**config.mk**
```make
export PLATFORM = sky130hd
export DESIGN_NAME = shiftreg_sequencer_flat
export DESIGN_NICKNAME = d
export VERILOG_FILES = /design/src/rtl/shseq_pkg.sv /design/src/rtl/shiftreg_sequencer_if.sv /design/src/rtl/shseq_shift_counter.sv /design/src/rtl/shiftreg_sequencer.sv /design/src/flat_wrapper.sv
export SDC_FILE = /design/constraint.sdc
export NUM_CORES = 1
export LEC_CHECK = 0
export CAP_MARGIN = 20
export CORE_UTILIZATION = 46
export CTS_CLUSTER_DIAMETER = 50
export DETAILED_ROUTE_END_ITERATION = 10
export HOLD_SLACK_MARGIN = 0.03
export PLACE_DENSITY = 0.75
export SYNTH_ARGS = -nofsm -noshare
export SYNTH_HDL_FRONTEND = slang
export SYNTH_HIERARCHICAL = 1
export SYNTH_SLANG_ARGS = --single-unit
```
**constraint.sdc**
```tcl
create_clock -name clock -period 2.3 [get_ports clock]
set_clock_uncertainty 0.2 [all_clocks]
set_input_delay 0.23 -clock clock [delete_from_list [all_inputs] [get_ports clock]]
set_output_delay 0.23 -clock clock [all_outputs]
set_load 0.05 [all_outputs]
```
**src/rtl/shseq_pkg.sv**
```systemverilog
// Shared definitions for the shift-register sequencer:
// shift-register MODE encodings, command opcodes and FSM states.
package shseq_pkg;

    // MODE encodings driven to the external shift register
    localparam logic [1:0] MODE_HOLD = 2'b00;
    localparam logic [1:0] MODE_SHR  = 2'b01;
    localparam logic [1:0] MODE_SHL  = 2'b10;
    localparam logic [1:0] MODE_LOAD = 2'b11;

    // Command opcodes carried on cmd_op
    localparam logic [1:0] OP_LOAD     = 2'b00;
    localparam logic [1:0] OP_SHR      = 2'b01;
    localparam logic [1:0] OP_SHL      = 2'b10;
    localparam logic [1:0] OP_LOAD_SHR = 2'b11;

    // Sequencer FSM states
    typedef enum logic [2:0] {
        IDLE       = 3'd0,
        LOAD_ST    = 3'd1,
        SHIFT_ST   = 3'd2,
        CAPTURE_ST = 3'd3,
        DONE_ST    = 3'd4
    } state_t;

    // Shift direction for a shifting opcode (LOAD_SHR always shifts right)
    function automatic logic [1:0] shift_mode(input logic [1:0] op);
        return (op == OP_SHL) ? MODE_SHL : MODE_SHR;
    endfunction

endpackage

```
**src/rtl/shiftreg_sequencer_if.sv**
```systemverilog
// Command / result bus of the shift-register sequencer.
// Handshake: a command transfers on a rising clock edge where cmd_valid and
// cmd_ready are both high; the master holds cmd_op/cmd_data/cmd_count stable
// while cmd_valid is high and not yet accepted. result_valid is a one-cycle
// strobe with no back-pressure; result_data holds until the next strobe.
interface shiftreg_sequencer_if #(
    parameter int WIDTH = 4,
    parameter int CW    = $clog2(WIDTH) + 1
);
    logic             cmd_valid;
    logic             cmd_ready;
    logic [1:0]       cmd_op;
    logic [WIDTH-1:0] cmd_data;
    logic [CW-1:0]    cmd_count;
    logic             result_valid;
    logic [WIDTH-1:0] result_data;

    // Command issuer / result consumer
    modport master (
        output cmd_valid, cmd_op, cmd_data, cmd_count,
        input  cmd_ready, result_valid, result_data
    );

    // Sequencer side
    modport slave (
        input  cmd_valid, cmd_op, cmd_data, cmd_count,
        output cmd_ready, result_valid, result_data
    );
endinterface

```
**src/rtl/shseq_shift_counter.sv**
```systemverilog
// Down-counter holding the remaining shift count of the current command.
// A load saturates values above WIDTH to WIDTH; dec stops at zero.
module shseq_shift_counter #(
    parameter int WIDTH = 4,
    parameter int CW    = $clog2(WIDTH) + 1
) (
    input  logic          clock,
    input  logic          reset,
    input  logic          load,
    input  logic [CW-1:0] load_val,
    input  logic          dec,
    output logic [CW-1:0] cnt,
    output logic          is_one
);
    localparam logic [CW-1:0] CNT_MAX = CW'(WIDTH);

    // Load (with saturation) takes priority over decrement
    always_ff @(posedge clock or negedge reset) begin
        if (!reset) begin
            cnt <= '0;
        end else if (load) begin
            cnt <= (load_val > CNT_MAX) ? CNT_MAX : load_val;
        end else if (dec && (cnt != '0)) begin
            cnt <= cnt - CW'(1);
        end
    end

    assign is_one = (cnt == CW'(1));

endmodule

```
**src/rtl/shiftreg_sequencer.sv**
```systemverilog
// Command-driven controller for one external universal shift register.
// Accepts LOAD / SHR / SHL / LOAD_SHR commands, drives MODE/DATAIN for the
// required number of cycles, then captures DATAOUT and strobes the result.
// Optional feature: define SHSEQ_PERF_CNT_EN to add the op_count[15:0]
// completed-command counter.
module shiftreg_sequencer
    import shseq_pkg::*;
#(
    parameter int WIDTH = 4,
    parameter int CW    = $clog2(WIDTH) + 1
) (
    input  logic             clock,
    input  logic             reset,
    shiftreg_sequencer_if.slave cmd,
    output logic [1:0]       MODE,
    output logic [WIDTH-1:0] DATAIN,
    input  logic [WIDTH-1:0] DATAOUT,
    output logic             busy,
    output state_t           state_dbg
`ifdef SHSEQ_PERF_CNT_EN
    ,
    output logic [15:0]      op_count
`endif
);

    state_t           state;
    logic [1:0]       op_q;
    logic             ready_q;
    logic             busy_q;
    logic             res_valid_q;
    logic [WIDTH-1:0] res_data_q;
    logic [1:0]       mode_q;
    logic [WIDTH-1:0] datain_q;

    logic             accept;
    logic             cnt_load;
    logic [CW-1:0]    cnt_load_val;
    logic             cnt_dec;
    logic [CW-1:0]    cnt;
    logic             cnt_is_one;

    assign accept       = cmd.cmd_valid && ready_q;
    assign cnt_load     = accept;
    // A plain LOAD ignores cmd_count, so the counter is cleared for it
    assign cnt_load_val = (cmd.cmd_op == OP_LOAD) ? '0 : cmd.cmd_count;
    assign cnt_dec      = (state == SHIFT_ST);

    shseq_shift_counter #(
        .WIDTH (WIDTH),
        .CW    (CW)
    ) u_cnt (
        .clock    (clock),
        .reset    (reset),
        .load     (cnt_load),
        .load_val (cnt_load_val),
        .dec      (cnt_dec),
        .cnt      (cnt),
        .is_one   (cnt_is_one)
    );

    // Main FSM; every output is a register updated here
    always_ff @(posedge clock or negedge reset) begin
        if (!reset) begin
            state       <= IDLE;
            op_q        <= OP_LOAD;
            ready_q     <= 1'b1;
            busy_q      <= 1'b0;
            res_valid_q <= 1'b0;
            res_data_q  <= '0;
            mode_q      <= MODE_HOLD;
            datain_q    <= '0;
        end else begin
            case (state)
                IDLE: begin
                    res_valid_q <= 1'b0;
                    if (accept) begin
                        op_q    <= cmd.cmd_op;
                        ready_q <= 1'b0;
                        busy_q  <= 1'b1;
                        if ((cmd.cmd_op == OP_LOAD) || (cmd.cmd_op == OP_LOAD_SHR)) begin
                            state    <= LOAD_ST;
                            mode_q   <= MODE_LOAD;
                            datain_q <= cmd.cmd_data;
                        end else if (cmd.cmd_count != '0) begin
                            state  <= SHIFT_ST;
                            mode_q <= shift_mode(cmd.cmd_op);
                        end else begin
                            state  <= CAPTURE_ST;
                            mode_q <= MODE_HOLD;
                        end
                    end
                end
                LOAD_ST: begin
                    if ((op_q == OP_LOAD_SHR) && (cnt != '0)) begin
                        state  <= SHIFT_ST;
                        mode_q <= MODE_SHR;
                    end else begin
                        state  <= CAPTURE_ST;
                        mode_q <= MODE_HOLD;
                    end
                end
                SHIFT_ST: begin
                    // Last shift cycle: drop MODE so the register holds its result
                    if (cnt_is_one) begin
                        state  <= CAPTURE_ST;
                        mode_q <= MODE_HOLD;
                    end
                end
                CAPTURE_ST: begin
                    res_data_q  <= DATAOUT;
                    res_valid_q <= 1'b1;
                    state       <= DONE_ST;
                end
                DONE_ST: begin
                    res_valid_q <= 1'b0;
                    ready_q     <= 1'b1;
                    busy_q      <= 1'b0;
                    state       <= IDLE;
                end
                default: begin
                    state   <= IDLE;
                    mode_q  <= MODE_HOLD;
                    ready_q <= 1'b1;
                    busy_q  <= 1'b0;
                end
            endcase
        end
    end

`ifdef SHSEQ_PERF_CNT_EN
    // Count completed commands, one per result strobe, wrapping at 16 bits
    always_ff @(posedge clock or negedge reset) begin
        if (!reset) begin
            op_count <= '0;
        end else if (res_valid_q) begin
            op_count <= op_count + 16'd1;
        end
    end
`endif

    assign cmd.cmd_ready    = ready_q;
    assign cmd.result_valid = res_valid_q;
    assign cmd.result_data  = res_data_q;
    assign MODE             = mode_q;
    assign DATAIN           = datain_q;
    assign busy             = busy_q;
    assign state_dbg        = state;

endmodule

```
**src/flat_wrapper.sv**
```systemverilog
// flat-port wrapper written by rule: the top's interface ports become plain ports
module shiftreg_sequencer_flat import shseq_pkg::*;
#(
    parameter int WIDTH = 4,
    parameter int CW    = $clog2(WIDTH) + 1
)
  (clock, reset, MODE, DATAIN, DATAOUT, busy, state_dbg, cmd_cmd_valid, cmd_cmd_op, cmd_cmd_data, cmd_cmd_count, cmd_cmd_ready, cmd_result_valid, cmd_result_data);
  shiftreg_sequencer_if #(.WIDTH(WIDTH), .CW(CW)) cmd_i ();
  input  logic clock;
  input  logic reset;
  output logic [1:0] MODE;
  output logic [WIDTH-1:0] DATAIN;
  input  logic [WIDTH-1:0] DATAOUT;
  output logic busy;
  output state_t state_dbg;
  input wire logic [$bits(cmd_i.cmd_valid)-1:0] cmd_cmd_valid;
  input wire logic [$bits(cmd_i.cmd_op)-1:0] cmd_cmd_op;
  input wire logic [$bits(cmd_i.cmd_data)-1:0] cmd_cmd_data;
  input wire logic [$bits(cmd_i.cmd_count)-1:0] cmd_cmd_count;
  output wire logic [$bits(cmd_i.cmd_ready)-1:0] cmd_cmd_ready;
  output wire logic [$bits(cmd_i.result_valid)-1:0] cmd_result_valid;
  output wire logic [$bits(cmd_i.result_data)-1:0] cmd_result_data;
  assign cmd_i.cmd_valid = cmd_cmd_valid;
  assign cmd_i.cmd_op = cmd_cmd_op;
  assign cmd_i.cmd_data = cmd_cmd_data;
  assign cmd_i.cmd_count = cmd_cmd_count;
  assign cmd_cmd_ready = cmd_i.cmd_ready;
  assign cmd_result_valid = cmd_i.result_valid;
  assign cmd_result_data = cmd_i.result_data;
  shiftreg_sequencer #(.WIDTH(WIDTH), .CW(CW)) u_core (.clock(clock), .reset(reset), .cmd(cmd_i), .MODE(MODE), .DATAIN(DATAIN), .DATAOUT(DATAOUT), .busy(busy), .state_dbg(state_dbg));
endmodule
```
Yosys cells after proc, flatten, opt, wreduce, memory -nomap -nowiden --
Index checks and enable logic that the tools add are counted.
Word-level totals: register bits after elaboration 21, output and inout port bits 16, input bits 16, word-level logic and storage cells 63
Operators by class: bitwise logic cells 2, multiplexer cells 22, equality and inequality tests 10, reduce and logical (&&, ||, !) cells 18, $add $sub $neg 1, magnitude comparators 1
Operators by type and width (count):
- 3-bit 2-to-1 mux | 7
- 3-bit case mux with 4 select lines | 1
- 2-bit 2-to-1 mux | 5
- 2-bit case mux with 4 select lines | 1
- 2-bit equality test, second input constant | 3
- 3-bit by 1-bit equality test with 1-bit output, second input constant | 2
- 3-bit by 2-bit equality test with 1-bit output, second input constant | 2
- 1-bit case mux with 2 select lines | 3
- 2-bit AND reduction | 3
- 3-bit AND reduction | 2
- 3-bit nonzero test | 2
- 1-bit 2-to-1 mux | 5
- 2-bit by 1-bit inequality test with 1-bit output, second input constant | 2
- 2-bit nonzero test | 2
- 2-bit OR reduction | 2
- 3-bit equality test, second input constant | 1
- 3-bit > comparator, second input constant | 1
- 1-bit logical AND | 3
- 3-bit zero test | 1
- 3-bit OR reduction | 1
- 3-bit by 1-bit subtractor with 3-bit output, second input constant | 1
- 2-bit zero test | 1
- 1-bit inverter | 2
- 1-bit logical OR | 1

Depth between registers and ports, before layout --
Gate-level depths: netlist of run 1.
depth after elaboration 6, mapped depth 6

Hierarchy --
The synthesis of run 1 kept the hierarchy.
By module, submodules not included:
- shiftreg_sequencer | cells each 81, sequential area each 451.7 um2, times used 1, area an instance 878.3 um2
- shseq_shift_counter | cells each 24, sequential area each 75.1 um2, times used 1, area an instance 222.7 um2

Worst setup path after synthesis of run 1 --
No wires, ideal clock.
path type register to register, start reg u_core.state[1], in the netlist u_core/state_dbg[1], end reg u_core.datain_q[0], in the netlist u_core/DATAIN[0], cell stages (with the launch flop) 5, path buffers 1, required time 1.975 ns, arrival time 1.602 ns, library setup time 0.125 ns, slack 0.373 ns, cells stage by stage dfrtp_1 > buf_6 > or2_4 > nor3_4 > mux2_2
Between the ends: longest elaborated chain between the ends 2
Ends and longest elaborated chain:
- start: declaration | line shiftreg_sequencer.sv:26 | state_t state;
- start signal: assignment | line shiftreg_sequencer.sv:64 | state <= IDLE;
- start signal: assignment | line shiftreg_sequencer.sv:81 | state <= LOAD_ST;
- start signal: assignment | line shiftreg_sequencer.sv:85 | state <= SHIFT_ST;
- 3-bit zero test | line shiftreg_sequencer.sv:73 | case (state)
- 3-bit AND reduction (no source line)
- end signal: assignment | line shiftreg_sequencer.sv:83 | datain_q <= cmd.cmd_data;
- end: declaration | line shiftreg_sequencer.sv:33 | logic [WIDTH-1:0] datain_q;
No other way between the ends. A chain may end at the register's enable or synchronous reset.

Final worst setup path of run 1 --
start reg u_core.state[1], in the netlist u_core/state_dbg[1], end out state_dbg[1]
RTL lines:
- end: declaration | line flat_wrapper.sv:15 | output state_t state_dbg;
No word-level cell between the ends.

==> metrics.txt, run 1 <==
final setup violation count 0; critical path type reg -> out; initial drt markers 36; CP required approximately 1900 ps; FP Rows 17; CTS tree yes; Least-Margin Pin Slew a little over 500 ps; flops & latches, synth 21; Clk Latency, worst-skew pair 300 ps; Avg Inst Size Synth around 10 um^2; Mapped Nets approximately 130; max_slew headroom 0.6593; fin crit share 0.9395; WP depth 1; Clock Tree Buf Depth 2; starting density of the core 0.4930; Final Hold Viols 0; Synth top area share 0.4545; total grt overflow 0; Setup crit end kind primary output; Final Max Slew Viols 0; area grow syn2layout 33.30%; register area share after synthesis 0.4784; DRC errors left 0; Die Y around 50 um; drt wl/cell approximately 14 um; Worst EP arrival 1730 ps; final-layout fill cell count 197; post-synth top area cell dfrtp_1; first-pass GRT wire length around 4100 um; Non-Filler Instances roughly 170; Post-CTS Resized 0; Syn. warnings 6; count of different cell masters after synthesis 32; largest net degree at the start of global routing 13; Final #Nets roughly 160; Reg2Reg Depth 5; setup_tns 0 ps; DR vias 908; TritonRoute pass-1 iters 4; Ports 32; element type at the critical path start flip-flop; RSZ-0062 raised after global routing false; antenna cells 0; FF-to-FF setup slack around 480 ps; r2r endpoint u_core/u_cnt/cnt[2]; Hold Crit Class in -> async; DRT antenna net count 0; Final Wtd Congestion ~0.81; P_leak approximately 0.67 nW; maximum vdd ir drop about 0.00032 V; die area about 2600 um^2; Tot GR Track Use 0.2130; clock root cell clkbuf_4; Die Width about 50 um; CP bufs+invs 1; post-synthesis cell count 105; Core Region around 2200 um^2; Total Wirelength about 2300 um; initial antenna violation count 0; synthesized area approximately 1100 um^2; clock sink count 21; max_cap viols 0; number of hold buffers added after cts 0; layout cells sized above 1 0.1367; Reg clk slew, reported paths roughly 120 ps; fin crit period about 2200 ps; Synth top cells by count dfrtp_1, inv_1, o21ai_0; Worst R2R Start u_core/state_dbg[1]; Synth Flop Type dfrtp_1; Post-synth ARST share 1.000; P per Cell Area approximately 430 nW/um^2; worst-path cell chain clkdlybuf4s50_1; H-tree levels 1; top post-synthesis cells by area dfrtp_1, mux2_2, ha_1, o21ai_0, inv_1; CTS Buf Count 3; CP peak stage delay between 800 and 900 ps; CP delay by family, top buffers and inverters; crit-path max FO 11; Placed Instances ~160; fmax 462.8 MHz; number of global-route vias before repair ~910; number of port buffers 31; EDFF count, synth 0; status complete, no violations; slowest CP cell clkdlybuf4s50_1; Via density about 5.4; most common cell in the netlist dfrtp_1; hpwl dp approximately 1800 um; Post-CTS Setup Repair Bufs 0
-- final cells by class --
type	count	area [um^2]	area share
Clock buffer	3	22.52	0.01535
Clock inverter	1	5.005	0.003410
Inverter	9	33.78	0.02302
Multi-Input combinational cell	72	519.2	0.3538
Sequential cell	21	526.8	0.3589
Tap cell	28	35.03	0.02387
Timing Repair Buffer	33	325.3	0.2217
-- how the worst max path moves through the flow --
stage / from / to
2_1_floorplan: u_core/state_dbg[1] / u_core/DATAIN[0]
3_3_place_gp: cmd_cmd_op[0] / u_core/DATAIN[0]
3_5_place_dp: cmd_cmd_op[0] / u_core/DATAIN[2]
4_1_cts: u_core/state_dbg[1] / state_dbg[1]
5_1_grt: u_core/state_dbg[1] / state_dbg[1]
6_report: u_core/state_dbg[1] / state_dbg[1]
-- per-stage QoR --
| step | setup WS (ps) | hold slack [ps] | cell area (um^2) | util | total power, W |
|---|---|---|---|---|---|
| 2_1_floorplan | 373.1 | -265.6 | 1101 | - | 0.0004112 |
| 3_3_place_gp | 230.8 | 281.2 | 1440 | 0.6448 | 0.0004563 |
| 3_5_place_dp | 162.8 | 282.1 | 1440 | 0.6448 | 0.0004584 |
| 4_1_cts | 126.6 | 44.79 | 1468 | 0.6571 | 0.0006393 |
| 5_1_grt | 65.13 | 65.06 | 1468 | 0.6571 | 0.0006622 |
| 6_report | 139.1 | 46.74 | 1468 | 0.6571 | 0.0006287 |
-- cell families (layout without fill, tap and decap cells) --
kind of cell / count (synthesis) / in the layout / synth area share
buffers and inverters: 12 / 46 / 0.05000
AND/OR/NAND/NOR: 35 / 35 / 0.1830
adder cells (fa/ha/maj): 5 / 5 / 0.05682
flip-flops: 21 / 21 / 0.4784
multiplexers: 9 / 9 / 0.09091
AO/OA/AOI/OAI: 23 / 23 / 0.1409
-- power by group --
part,switching (W),internal [W],total [W]
Clock,0.000113,0.0000649,0.000178
Combinational,0.0000371,0.0000390,0.0000762
Sequential,0.00000171,0.000373,0.000374
-- registers in the layout, summed over array words and instances, names as in the netlist --
signal	flops
u_core/op_q	2
u_core/state_dbg	3
u_core/u_cnt/cnt	3
u_core/cmd.result_valid	1
u_core/cmd.cmd_ready	1
u_core/MODE	2
u_core/cmd.result_data	4
u_core/DATAIN	4
u_core/busy	1
-- metal layers --
layer	global-route usage	wire, um
met1	0.2830	988
met2	0.3421	1162
met3	0.02976	97
met4	0.09722	36
met5	0	0
-- placed cells by master, fill, tap and decap left out, types with 2 or more instances in the layout --
master / synthesis / final
nor2b_1: 5 / 5
o22ai_1: 2 / 2
ha_1: 5 / 5
nand3b_1: 2 / 2
clkbuf_4: 0 / 3
clkdlybuf4s50_1: 0 / 31
nor3_1: 3 / 3
o21ai_0: 9 / 9
dfrtp_1: 20 / 20
inv_1: 9 / 9
a32o_1: 3 / 3
o21a_1: 2 / 2
nand3_1: 5 / 5
mux2_2: 8 / 8
nor2_1: 5 / 5
buf_4: 0 / 2
nand2_1: 8 / 8
(Power assumes the default switching activity.)
==> inputs of run 2 (changes only) <==
--- a/config.mk
+++ b/config.mk
@@ -5,12 +5,13 @@
 export SDC_FILE = /design/constraint.sdc
 export NUM_CORES = 1
 export LEC_CHECK = 0
+export ABC_AREA = 1
 export CAP_MARGIN = 20
-export CORE_UTILIZATION = 46
+export CORE_UTILIZATION = 47
 export CTS_CLUSTER_DIAMETER = 50
 export DETAILED_ROUTE_END_ITERATION = 10
 export HOLD_SLACK_MARGIN = 0.03
-export PLACE_DENSITY = 0.75
+export PLACE_DENSITY = 0.76
 export SYNTH_ARGS = -nofsm -noshare
 export SYNTH_HDL_FRONTEND = slang
 export SYNTH_HIERARCHICAL = 1
==> run 2 against run 1 <==
Net effect: highest routed layer unchanged; routed wire length grew 5.0%; critical path depth is the same; maximum frequency grew 1.7%; critical endpoint unchanged; sequential power grew 86%; global-route usage shrank 0.43 points; non-clock buffer count shrank 1; synthesized area grew 4.1%; via count grew 16%; combinational power grew to 19 times the previous value; register-to-register slack gained 200 ps.
==> metrics.txt, run 2 <==
FP Rows 17; CP bufs+invs 1; Syn. warnings 6; Reg2Reg Depth 10; Die Width between 50 and 60 um; Core Util, Final 0.6770; Mapped Nets roughly 170; total grt overflow 0; fin crit period approximately 2100 ps; Setup crit end kind primary output; most frequent cells in the layout nand2_1, clkdlybuf4s50_1, dfrtp_1; RSZ-0062 raised after global routing false; number of port buffers 31; drt wl/cell ~11 um; total power 0.002318 W; post-synth top area cell dfrtp_1; Total Wirelength about 2400 um; layout cells sized above 1 0.08995; area grow syn2layout 33.19%; starting density of the core 0.5083; Final Wtd Congestion ~0.80; maximum vdd ir drop between 0.0009 and 0.001 V; die area 2640 um^2; worst-path cell chain clkdlybuf4s50_1; fmax ~470 MHz; CTS tree yes; Clk Latency, worst-skew pair roughly 300 ps; status complete, no violations; hold_ws between 80 and 90 ps; Avg Inst Size Synth approximately 7.5 um^2; most common cell in the netlist nand2_1; top post-synthesis cells by area dfrtp_1, nand2_1, inv_1, nand3_1, ha_1; synthesized area roughly 1100 um^2; Hold Crit Class in -> async; max_cap viols 0; DRC errors left 0; Tot GR Track Use 0.2087; EDFF count, synth 0; Synth top area share 0.4367; CP required 1870 ps; flops & latches, synth 21; DR vias 1,053; clock root cell clkbuf_4; TritonRoute pass-1 iters 4; final setup violation count 0; hpwl dp 1940 um; register area share after synthesis 0.4596; initial antenna violation count 0; number of hold buffers added after cts 0; Via density ~4.9; Final Hold Viols 0; Synth top cells by count nand2_1, dfrtp_1, inv_1; Reg clk slew, reported paths around 120 ps; FF-to-FF setup slack a little under 700 ps; initial drt markers 17; Clock Tree Buf Depth 2; fin crit share 0.9242; WP depth 1; crit-path max FO 7; DRT antenna net count 0; post-synthesis cell count around 150; DP Area 1499 um^2; Worst R2R Start u_core/u_cnt/cnt[1]; final non-filler cell area 1526 um^2; count of different cell masters after synthesis 18; Final Max Slew Viols 0; CTS Buf Count 3; clock sink count 21; CP peak stage delay about 860 ps; Post-synth ARST share 1.000; Synth Flop Type dfrtp_1; number of global-route vias before repair roughly 1,000; critical path type reg -> out; element type at the critical path start flip-flop; r2r endpoint u_core/MODE[1]; Post-CTS Setup Repair Bufs 0; commonest non-fill, non-tap cell in the layout nand2_1; Post-CTS Resized 0; setup_tns 0 ps; H-tree levels 1; P per Cell Area ~1500 nW/um^2; antenna cells 0; slowest CP cell clkdlybuf4s50_1; Least-Margin Pin Slew roughly 570 ps; first-pass GRT wire length around 4100 um; Worst EP arrival around 1700 ps; Final #Nets 211; Core Region between 2000 and 2500 um^2; Die Y around 51 um; P_leak roughly 0.8 nW; max_slew headroom 0.6191; CP delay by family, top buffers and inverters; Ports 32; largest net degree at the start of global routing 13
==> run 2: cell types whose count changed in the layout (fill, tap and decap cells not counted), moves of 5 or more <==
cell,delta
nand2_1,+54
nand3_1,+8
mux2_2,-8
inv_1,+9
nor2b_1,-5
nor2_1,+7
o21ai_0,-6
==> run 2: area by class of cell <==
type,count,area (um^2)
Fill cell,215,728.2
Timing Repair Buffer,32,317.8
Clock buffer,3,22.52
Sequential cell,21,526.8
Clock inverter,1,5.005
Multi-Input combinational cell,108,529.3
Inverter,24,90.09
Tap cell,28,35.03
==> run 2: logic make-up (layout without fill, tap and decap cells) <==
| kind of cell | after synthesis | after routing | synth area share |
|---|---|---|---|
| adder cells (fa/ha/maj) | 5 | 5 | 0.05459 |
| buffers and inverters | 24 | 60 | 0.07860 |
| flip-flops | 21 | 21 | 0.4596 |
| AO/OA/AOI/OAI | 7 | 7 | 0.03494 |
| AND/OR/NAND/NOR | 96 | 96 | 0.3723 |
==> run 2: worst max-delay path by stage <==
stage / from / end / slack, ps
floorplan: u_core/state_dbg[2] / u_core/u_cnt/cnt[2] / 640
global placement: cmd_cmd_op[0] / u_core/DATAIN[1] / 350
detailed placement: cmd_cmd_op[0] / u_core/DATAIN[3] / 280
CTS: u_core/state_dbg[1] / state_dbg[1] / 170
global route: u_core/state_dbg[1] / state_dbg[1] / 120
finish: u_core/state_dbg[1] / state_dbg[1] / 170
==> run 2: stage by stage <==
| step | instances | setup WS [ps] |
|---|---|---|
| after floorplan | 153 | 637.9 |
| after global placement | 213 | 351.0 |
| after detailed placement | 213 | 275.6 |
| after CTS | 217 | 165.4 |
| after global routing | 217 | 121.7 |
| final | 217 | 174.4 |
==> run 2: routing by layer <==
layer / share of wire / track usage / up-vias / routed length, um
met5: 0 / 0 / - / 0
met4: 0.0038 / 0.05405 / 0 / 9
met3: 0.050 / 0.02679 / 2 / 120
met2: 0.49 / 0.3723 / 29 / 1164
li1: - / - / 541 / -
met1: 0.46 / 0.2628 / 481 / 1104
==> run 2: power by group <==
group	switching, W	internal (W)	leakage [nW]	total, W
sequential	0.000148	0.000548	0.261	0.000696
combinational	0.000958	0.000490	0.536	0.00145
clock	0.000109	0.0000647	0.0177	0.000174
total	0.00122	0.00110	0.814	0.00232
==> inputs of run 3 (changes only) <==
--- a/config.mk
+++ b/config.mk
@@ -7,11 +7,13 @@
 export LEC_CHECK = 0
 export ABC_AREA = 1
 export CAP_MARGIN = 20
-export CORE_UTILIZATION = 47
+export CORE_UTILIZATION = 49
+export CTS_BUF_LIST = sky130_fd_sc_hd__clkbuf_8
 export CTS_CLUSTER_DIAMETER = 50
 export DETAILED_ROUTE_END_ITERATION = 10
 export HOLD_SLACK_MARGIN = 0.03
-export PLACE_DENSITY = 0.76
+export MAX_ROUTING_LAYER = met4
+export PLACE_DENSITY = 0.78
 export SYNTH_ARGS = -nofsm -noshare
 export SYNTH_HDL_FRONTEND = slang
 export SYNTH_HIERARCHICAL = 1
==> run 3 against run 2 <==
Net effect: critical path depth is the same; highest routed layer unchanged; worst hold slack gained 31 ps; clock power grew 33%; combinational power is essentially flat; power grew 2.3%; cell area grew 1.1%; largest power group unchanged.
==> metrics.txt, run 3 (synthesis results as in run 2) <==
Core Util, Final 0.6980; Core Region about 2200 um^2; drt wl/cell 10.94 um; Setup WS pre-CTS between 300 and 400 ps; area grow syn2layout 34.72%; fin crit period ~2100 ps; Die Y approximately 50 um; max_slew headroom 0.6599; max_cap viols 0; die area 2536 um^2; Final #Nets between 200 and 250; Tot GR Track Use 0.2210; element type at the critical path start flip-flop; Final Hold Viols 0; P_sw around 0.0012 W; final non-filler cell area approximately 1500 um^2; Via density 4.811; PnR worst setup slack 233.0 ps; Final Max Slew Viols 0; number of global-route vias before repair about 1,000; hpwl dp roughly 1800 um; clock group share of total power 0.097; CP required approximately 1900 ps; slowest CP cell clkdlybuf4s50_1; initial antenna violation count 0; maximum vdd ir drop ~0.001 V; CTS tree yes; DRC errors left 0; commonest non-fill, non-tap cell in the layout nand2_1; Post-CTS Setup Repair Bufs 0; total grt overflow 0; RSZ-0062 raised after global routing false; internal power roughly 0.0012 W; DRT antenna net count 0; CTS Buf Count 3; Reg clk slew, reported paths ~70 ps; CP bufs+invs 1; critical path type reg -> out; layout cells sized above 1 0.08466; worst-path cell chain clkdlybuf4s50_1; Reg power frac 0.295; first-pass GRT wire length around 4100 um; Sw Share 0.5123; clock root cell clkbuf_8; setup_tns 0 ps; number of port buffers 31; FP Rows 17; status complete, no violations; Post-CTS Resized 0; Comb pwr share 0.608; largest net degree at the start of global routing 22; DP Area roughly 1500 um^2; clock sink count 21; Worst EP arrival between 1500 and 2000 ps; Clk Latency, worst-skew pair ~250 ps; P per Cell Area 1536 nW/um^2; number of hold buffers added after cts 0; antenna cells 0; fmax roughly 480 MHz; TritonRoute pass-1 iters 4; final-layout fill cell count ~170; Clock Tree Buf Depth 2; CP delay by family, top buffers and inverters; starting density of the core 0.5181; H-tree levels 1; Final Wtd Congestion just under 0.8; Total Wirelength between 2000 and 2500 um; initial drt markers 21; Setup crit end kind primary output; most frequent cells in the layout nand2_1, clkdlybuf4s50_1, dfrtp_1; DR vias around 1,000; fin crit share 0.8987; Least-Margin Pin Slew slightly above 500 ps; crit-path max FO 7; P_leak 0.8236 nW; Ports 32; Die Width a little over 50 um; final setup violation count 0; CP peak stage delay 860 ps; Hold Crit Class in -> async
==> run 3: final cells by class <==
| type | instances | area [um^2] | area share |
|---|---|---|---|
| multi-input combinational | 108 | 529.3 | 0.3428 |
| sequential | 21 | 526.8 | 0.3412 |
| timing repair buffer | 32 | 317.8 | 0.2058 |
| inverter | 24 | 90.09 | 0.05835 |
| clock buffer | 3 | 41.29 | 0.02674 |
| tap | 28 | 35.03 | 0.02269 |
| clock inverter | 1 | 3.754 | 0.002431 |
==> run 3: metal layers <==
layer	vias up	wire [um]	track usage
met5	-	0	-
met4	0	16	0.09259
met3	2	129	0.02727
met2	32	1127	0.3622
met1	471	1100	0.2757
li1	539	-	-
==> run 3: per-stage QoR <==
step | hold WS [ps] | instances | power, W
floorplan | -265.6 | 153 | 0.001717
global placement | 261.9 | 213 | 0.002117
detailed placement | 259.4 | 213 | 0.002144
CTS | 115.0 | 217 | 0.002394
global route | 131.8 | 217 | 0.002572
finish | 114.2 | 217 | 0.002371
==> run 3: final timing paths <==
path | slack [ps] | start | end | depth (start not counted)
max in group asynchronous | 1510 | reset | u_core/cmd.cmd_ready | 2
min | 110 | reset | u_core/DATAIN[3] | 2
min in group clock | 280 | u_core/DATAIN[1] | u_core/DATAIN[1] | 2
max | 230 | u_core/state_dbg[0] | state_dbg[0] | 1
min reg2reg | 280 | u_core/DATAIN[1] | u_core/DATAIN[1] | 2
max reg2reg | 720 | u_core/u_cnt/cnt[1] | u_core/MODE[1] | 10
==> run 3: power by group through the flow <==
stage               Clock, W  Sequential [W]  Combinational, W
floorplan                  0         0.00112          0.000598
global placement           0        0.000705           0.00141
detailed placement         0        0.000709           0.00143
CTS                 0.000242        0.000705           0.00145
global route        0.000259        0.000728           0.00159
finish              0.000231        0.000700           0.00144
